## src/rtl/irq_controller.sv

```systemverilog
// rtl/irq_controller.sv - interrupt sequencer: edge capture, priority select, vector entry
// IDLE -> ARM -> ENTER -> ISR, each step gated by the shared pipeline advance enable.
module irq_controller #(
   parameter int          N_SRC      = 4,
   parameter logic [31:0] VEC_BASE   = 32'h0000_0018,
   parameter logic [31:0] VEC_STRIDE = 32'd4
) (
   input  logic             clk,
   input  logic             rst,
   input  logic             en,
   input  logic [N_SRC-1:0] i_irq,
   input  logic [N_SRC-1:0] i_irq_mask,
   input  logic             i_ret,
   input  logic             i_pc_en,
   output logic             o_int_mode,
   output logic [1:0]       o_irq_bak,
   output logic [31:0]      o_irq_r0,
   output logic [31:0]      o_irq_r1,
   output logic             o_pc_en,
   output logic [31:0]      o_pc_reg,
   output logic             o_flush,
   output logic             o_busy
);

   localparam int ID_W = (N_SRC > 1) ? $clog2(N_SRC) : 1;

   localparam logic [1:0] S_IDLE  = 2'd0;
   localparam logic [1:0] S_ARM   = 2'd1;
   localparam logic [1:0] S_ENTER = 2'd2;
   localparam logic [1:0] S_ISR   = 2'd3;

   logic [1:0]       state;
   logic [N_SRC-1:0] pending;
   logic [N_SRC-1:0] irq_q;
   logic [N_SRC-1:0] snap_q;
   logic [ID_W-1:0]  sel_q;
   logic [ID_W-1:0]  win_id;
   logic             any_req;
   logic [N_SRC-1:0] req;
   logic [N_SRC-1:0] clr;

   assign req = pending & ~i_irq_mask;

   // Descending scan so the lowest-numbered requester is the last one written.
   always_comb begin
      any_req = 1'b0;
      win_id  = '0;
      for (int k = N_SRC - 1; k >= 0; k--) begin
         if (req[k]) begin
            any_req = 1'b1;
            win_id  = ID_W'(k);
         end
      end
   end

   assign clr = (en && state == S_ENTER) ? (N_SRC'(1) << sel_q) : '0;

   always_ff @(posedge clk) begin
      if (rst) begin
         state   <= S_IDLE;
         pending <= '0;
         irq_q   <= '1;
         sel_q   <= '0;
         snap_q  <= '0;
      end else begin
         irq_q   <= i_irq;
         // A fresh edge on the line being cleared wins over the clear.
         pending <= (pending & ~clr) | (i_irq & ~irq_q);
         if (en) begin
            case (state)
               S_IDLE: begin
                  if (any_req && !i_ret) begin
                     sel_q  <= win_id;
                     snap_q <= pending;
                     state  <= S_ARM;
                  end
               end
               S_ARM:   state <= S_ENTER;
               S_ENTER: state <= S_ISR;
               S_ISR:   if (i_ret) state <= S_IDLE;
               default: state <= S_IDLE;
            endcase
         end
      end
   end

   always_comb begin
      o_int_mode = (state == S_ISR);
      o_pc_en    = (state == S_ENTER);
      o_flush    = (state == S_ENTER);
      o_busy     = (state != S_IDLE);
      o_irq_bak  = 2'b00;
      if (state == S_ENTER) o_irq_bak = i_pc_en ? 2'b11 : 2'b10;
      if (state == S_IDLE) begin
         o_irq_r0 = 32'(win_id);
         o_irq_r1 = 32'(pending);
      end else begin
         o_irq_r0 = 32'(sel_q);
         o_irq_r1 = 32'(snap_q);
      end
      o_pc_reg = VEC_BASE + VEC_STRIDE * 32'(sel_q);
   end

endmodule

```

## config.mk

```make
export PLATFORM = sky130hd
export DESIGN_NAME = irq_controller
export DESIGN_NICKNAME = d
export VERILOG_FILES = /design/src/rtl/irq_controller.sv
export SDC_FILE = /design/constraint.sdc
export NUM_CORES = 1
export LEC_CHECK = 0
export BUFFER_PORTS_ARGS = -buffer_cell sky130_fd_sc_hd__buf_2
export CORE_ASPECT_RATIO = 0.8
export CORE_MARGIN = 2
export CORE_UTILIZATION = 44
export DETAILED_ROUTE_END_ITERATION = 6
export PLACE_DENSITY = 0.86
export SLEW_MARGIN = 20
export SYNTH_ARGS = -nofsm -noshare
export SYNTH_HDL_FRONTEND = slang
export SYNTH_SLANG_ARGS = --single-unit
```

## constraint.sdc

```tcl
create_clock -name clk -period 2.4 [get_ports clk]
set_input_delay 0.24 -clock clk [delete_from_list [all_inputs] [get_ports clk]]
set_output_delay 0.24 -clock clk [all_outputs]
set_load 0.02 [all_outputs]
```

==> results.ini, run 1 <==
[status]
status=completed

[clock_network]
cts.sink_count=16
path_clk_slew_ps=60
cts_setup_buffers=0
cts_buffer_depth=2
hold_buffers=0
cts_tree=built
ctsResizeCount=0
cts-root-buf=clkbuf_8
numCtsBuffers=3
clock_latency_ps=250
h-tree-depth=1

[yosys]
syn_area_per_cell_um2=8.303
synth_top_area_share=0.4303
syn_area_um2=1553
synth_edf_count=0
synthArstFlopShare=0
ys_ff_latch=16
synthFlopType=dfxtp_1
synth_largest_area_cell=buf_4
synthTopCellsByCount=buf_4 (89), dfxtp_1 (16), a21oi_1 (9)
yosysSeqAreaShare=0.2063
synthCells=187
synth_cell_types=33
synth_most_common_cell=buf_4
ys_warn_count=0
synthTopCellsByArea=buf_4 (43%), dfxtp_1 (21%), ha_1 (3.2%), a21oi_1 (2.9%), mux2_2 (2.9%)

[job]
max-cap-violations=0

[grt]
busiest_layer=met2
grt_start_max_net_pins=20
grt_overflow_total=0
grt_pass1_vias=767
grt_pass1_wl_mm=3.532
grt.met2_usage=0.1765
grtUsageTotal=0.1093
antenna_found_initial=0
met3_usage=0.03180
use_met1=0.1491

[worst_hold_path]
hold_class=input pin to flip-flop

[power_and_ir_drop]
pwr-share-comb=0.299
vdd_drop_max_mv=0.2844
p_sw_frac=0.3779
clkPwrFrac=0.321
leakage_nw=0.7450
power.sequential.fraction=0.380
switchingPower_uw=282.3
intPower_uw=464.8
power.density_nw_per_um2=524.2

[detailed_routing]
dr.first_iter.drc_count=15
final_antenna_net_count=0
vias=984
drc=0
vias_per_cell=3.874
drtPass1Iterations=4
wl_mm=2.386
drt-wirelength-per-cell_um=9.394

[finish]
fillers=363
antennaDiodeCount=0
postLayoutCoreUtil=0.4192
finalNetCount=230
instances_no_fill=254
area_growth_pct=-8.219
drive_gt1_frac=0.2170

[floorplanning]
row_count=19
die-height_um=57.14
ios=115
die_w_um=70.42
die-area_um2=4023
core_um2=3400
initial_core_util=0.4568

[worst_setup_path]
slowest_stage=ha_1
max_stage_delay_ps=430
required_ps=2160
path_cells=inv_1 -> ha_1 -> inv_1 -> nor3_1 -> a21o_1 -> buf_2
crit_top_cell=inv_1
crit_path_start_kind=flip-flop
crit_type=flip-flop to output port
arrival_ps=1680
cp-end-kind=output port
path_max_fanout=10

[timing]
hold_violations=0
period_share=0.8001
fmax_mhz=520.8
min_period_ps=1920
finClkSkew_ps=4.108
fin_setup_tns_ps=0
rsz0062_at_grt=no
setup_violations=0
final-max-slew-violation-count=0

[placed_design]
place.gp.congestion=0.7807
place_hpwl_mm=1.951
dp.cells=250
portBuffers=28

placed cells by master, fill, tap and decap left out, types with 5 or more instances in the layout:
cell / netlist / final
conb_1: 1 / 86
buf_2: 0 / 28
dfxtp_1: 16 / 16
a21oi_1: 9 / 9
o21ai_0: 8 / 8
inv_1: 6 / 6
nand3_1: 6 / 6
nor2b_1: 5 / 5
nand2b_1: 5 / 5
metrics by stage:
step	worst slack, ps	hold slack (ps)	total power, mW	instance area (µm²)
5_1_grt	311.5	193.3	0.7799	1425
2_1_floorplan	934.8	346.5	0.5895	1872
4_1_cts	463.9	181.0	0.7506	1425
3_5_place_dp	742.8	440.4	0.5100	1370
6_report	479.9	185.3	0.7471	1425
3_3_place_gp	789.8	438.4	0.5071	1370
layout make-up:
| type | instances | area (µm²) | share of cell area |
|---|---|---|---|
| repair buffers | 28 | 140.1 | 0.09833 |
| flip-flops and latches | 16 | 320.3 | 0.2248 |
| inverters | 6 | 22.52 | 0.01580 |
| well taps | 42 | 52.55 | 0.03687 |
| multi-input cells | 158 | 834.6 | 0.5856 |
| clock buffers | 4 | 55.05 | 0.03863 |
per-layer routing:
metal  up-vias  part of all wire
met5         -                 0
met4         0                 0
met2        54              0.48
met1       450              0.43
li1        480                 -
met3         0             0.086
power by group through the flow:
| stage | combinational [mW] | sequential, mW | clock, mW |
|---|---|---|---|
| finish | 0.223 | 0.284 | 0.240 |
| global route | 0.240 | 0.285 | 0.255 |
| CTS | 0.221 | 0.284 | 0.246 |
| detailed placement | 0.220 | 0.290 | 0 |
| global placement | 0.218 | 0.289 | 0 |
| floorplan | 0.302 | 0.287 | 0 |
state kept, by name, indices dropped and copies added, names as in the netlist:
register and cells:
state 2, snap_q 4, irq_q 4, sel_q 2, pending 4
worst max-delay path: cells and delay by family, from the launching register on:
family	cells	cell delay, ps
AND/OR/NAND/NOR	1	210
AO/OA/AOI/OAI	1	100
buffers and inverters	3	380
adder cells (fa/ha/maj)	1	430
flip-flops	1	320
cell families after synthesis:
| family | count (synthesis) | synth area share |
|---|---|---|
| flops | 16 | 0.2063 |
| other cells | 1 | 0.002415 |
| mux | 7 | 0.04915 |
| simple gates | 36 | 0.1354 |
| fa+ha+maj | 4 | 0.03223 |
| compound gates | 25 | 0.1128 |
| buf+inv | 98 | 0.4617 |
worst paths after layout:
| path | start | to | slack (ps) | depth (start not counted) |
|---|---|---|---|---|
| max | state[0] | o_irq_r0[0] | 480 | 6 |
| min | i_irq[3] | irq_q[3] | 190 | 2 |
| max reg2reg | state[0] | sel_q[0] | 720 | 5 |
| min reg2reg | snap_q[3] | snap_q[3] | 480 | 2 |
Note: power is estimated with default switching activity, not from simulation.
==> run 2, diff against run 1 <==
- CORE_UTILIZATION: 44 -> 37
- PLACE_DENSITY: 0.86 -> 0.77
- clock period: 2.4 -> 1.7 ns (I/O delays scaled with it)
==> run 2 against run 1 <==
Compared with the run above: first-iteration DRC count up 130%; hold slack worse by 70 ps; clock power is 38% higher; global-route usage shrank 1.1 points; non-clock buffer count is 5 higher; clock-buffer cell count did not move; via count grew 2.7%.
==> results.ini, run 2 (same netlist as run 1, synthesis figures left out) <==
[status]
status=completed

[placed_design]
dp.cells=268
place_hpwl_mm=2.034
portBuffers=28
place.gp.congestion=0.7708

[grt]
grt_overflow_total=0
grt_pass1_wl_mm=3.643
antenna_found_initial=0
grtUsageTotal=0.09871
grt_start_max_net_pins=20
grt_pass1_vias=794

[floorplanning]
ios=115
initial_core_util=0.3788
row_count=21
die_w_um=76.43
die-height_um=61.94
core_um2=4099
die-area_um2=4734

[finish]
postLayoutCoreUtil=0.3657
fillers=450
final_cell_mix=conb_1 (86), buf_2 (28), dfxtp_1 (16)
instances_no_fill=274
finalNetCount=235
final_common_cell=conb_1
area_growth_pct=-3.465
top_regs=irq_q x4, pending x4, snap_q x4
antennaDiodeCount=0
drive_gt1_frac=0.2488

[power_and_ir_drop]
leakage_nw=0.7725
power.density_nw_per_um2=713.3
fin_total_pwr_mw=1.069
vdd_drop_max_mv=0.4723

[timing]
min_period_ps=1609
final-max-slew-violation-count=0
setup_violations=0
period_share=0.9465
finClkSkew_ps=2.715
hold_violations=0
fmax_mhz=621.5
fin_setup_tns_ps=0

[worst_setup_path]
path_max_fanout=9
crit_type=flip-flop to output port
required_ps=1530
cp-end-kind=output port
arrival_ps=1440
r2r_start=pending[1]
startpoint=state[0]
crit_path_start_kind=flip-flop

[clock_network]
cts_buffer_depth=2
path_clk_slew_ps=60
clock_latency_ps=250
cts-root-buf=clkbuf_8
cts.sink_count=16
numCtsBuffers=3
cts_tree=built
h-tree-depth=1

[detailed_routing]
drt-wirelength-per-cell_um=8.887
vias=1011
vias_per_cell=3.690
dr.first_iter.drc_count=34
wl_mm=2.435
drtPass1Iterations=4
final_antenna_net_count=0
drc=0

[worst_hold_path]
hold_class=input pin to flip-flop
min-delay-start=i_irq[3]

[job]
max-cap-violations=0

-- run 2: changes by cell type in the layout (fill, tap and decap cells not counted) --
cell and change:
a211oi_1 -1, ha_4 +1, a211oi_2 +1, inv_1 -1, inv_2 +1, ha_1 -1, buf_4 +5
-- run 2: area by class of cell --
type | instances | area [µm²] | area share
multi-input combinational | 158 | 852.1 | 0.5684
sequential | 16 | 320.3 | 0.2137
timing repair buffer | 33 | 177.7 | 0.1185
tap | 57 | 71.32 | 0.04758
clock buffer | 4 | 55.05 | 0.03673
inverter | 6 | 22.52 | 0.01503
-- run 2: power by group --
| group | internal, mW | total [mW] | switching, mW | leakage [nW] |
|---|---|---|---|---|
| combinational | 0.0773 | 0.337 | 0.260 | 0.613 |
| sequential | 0.389 | 0.400 | 0.0109 | 0.131 |
| clock | 0.205 | 0.332 | 0.127 | 0.0288 |
-- run 2: worst paths after layout --
check | to | slack (ps) | cells after the start
max | o_irq_r0[0] | 90 | 6
min | irq_q[3] | 110 | 2
max reg2reg | sel_q[0] | 290 | 4
min reg2reg | snap_q[3] | 480 | 2
-- run 2: worst max-delay path, stage by stage (launching register included) --
cell and delay (ps):
dfxtp_1 320, inv_1 130, ha_4 220, inv_1 80, nor3_1 190, a21o_1 100, buf_2 150
-- run 2: layer usage --
metal / track usage / routed length [µm]
met2: 0.1631 / 1127
met1: 0.1270 / 1084
met5: 0 / 0
met3: 0.01879 / 175
met4: 0.05195 / 47
-- run 2: per-stage QoR --
stage                     instance area [µm²]  hold WS [ps]  worst slack (ps)
after global placement                   1411         368.5             161.3
after CTS                                1479         110.0             34.23
after detailed placement                 1411         371.6             75.19
after global routing                     1499         124.9            -4.486
after floorplan                          1872         276.5             234.8
final                                    1499         114.9             90.97
-- run 2: timing repair --
item / 4_1_cts / 5_1_grt
resized for setup: 2 / 2
hold buffers: 0 / 0
pin swaps: 0 / 1
endpoints found under the setup margin: 6 / 2
buffers inserted: 0 / 2
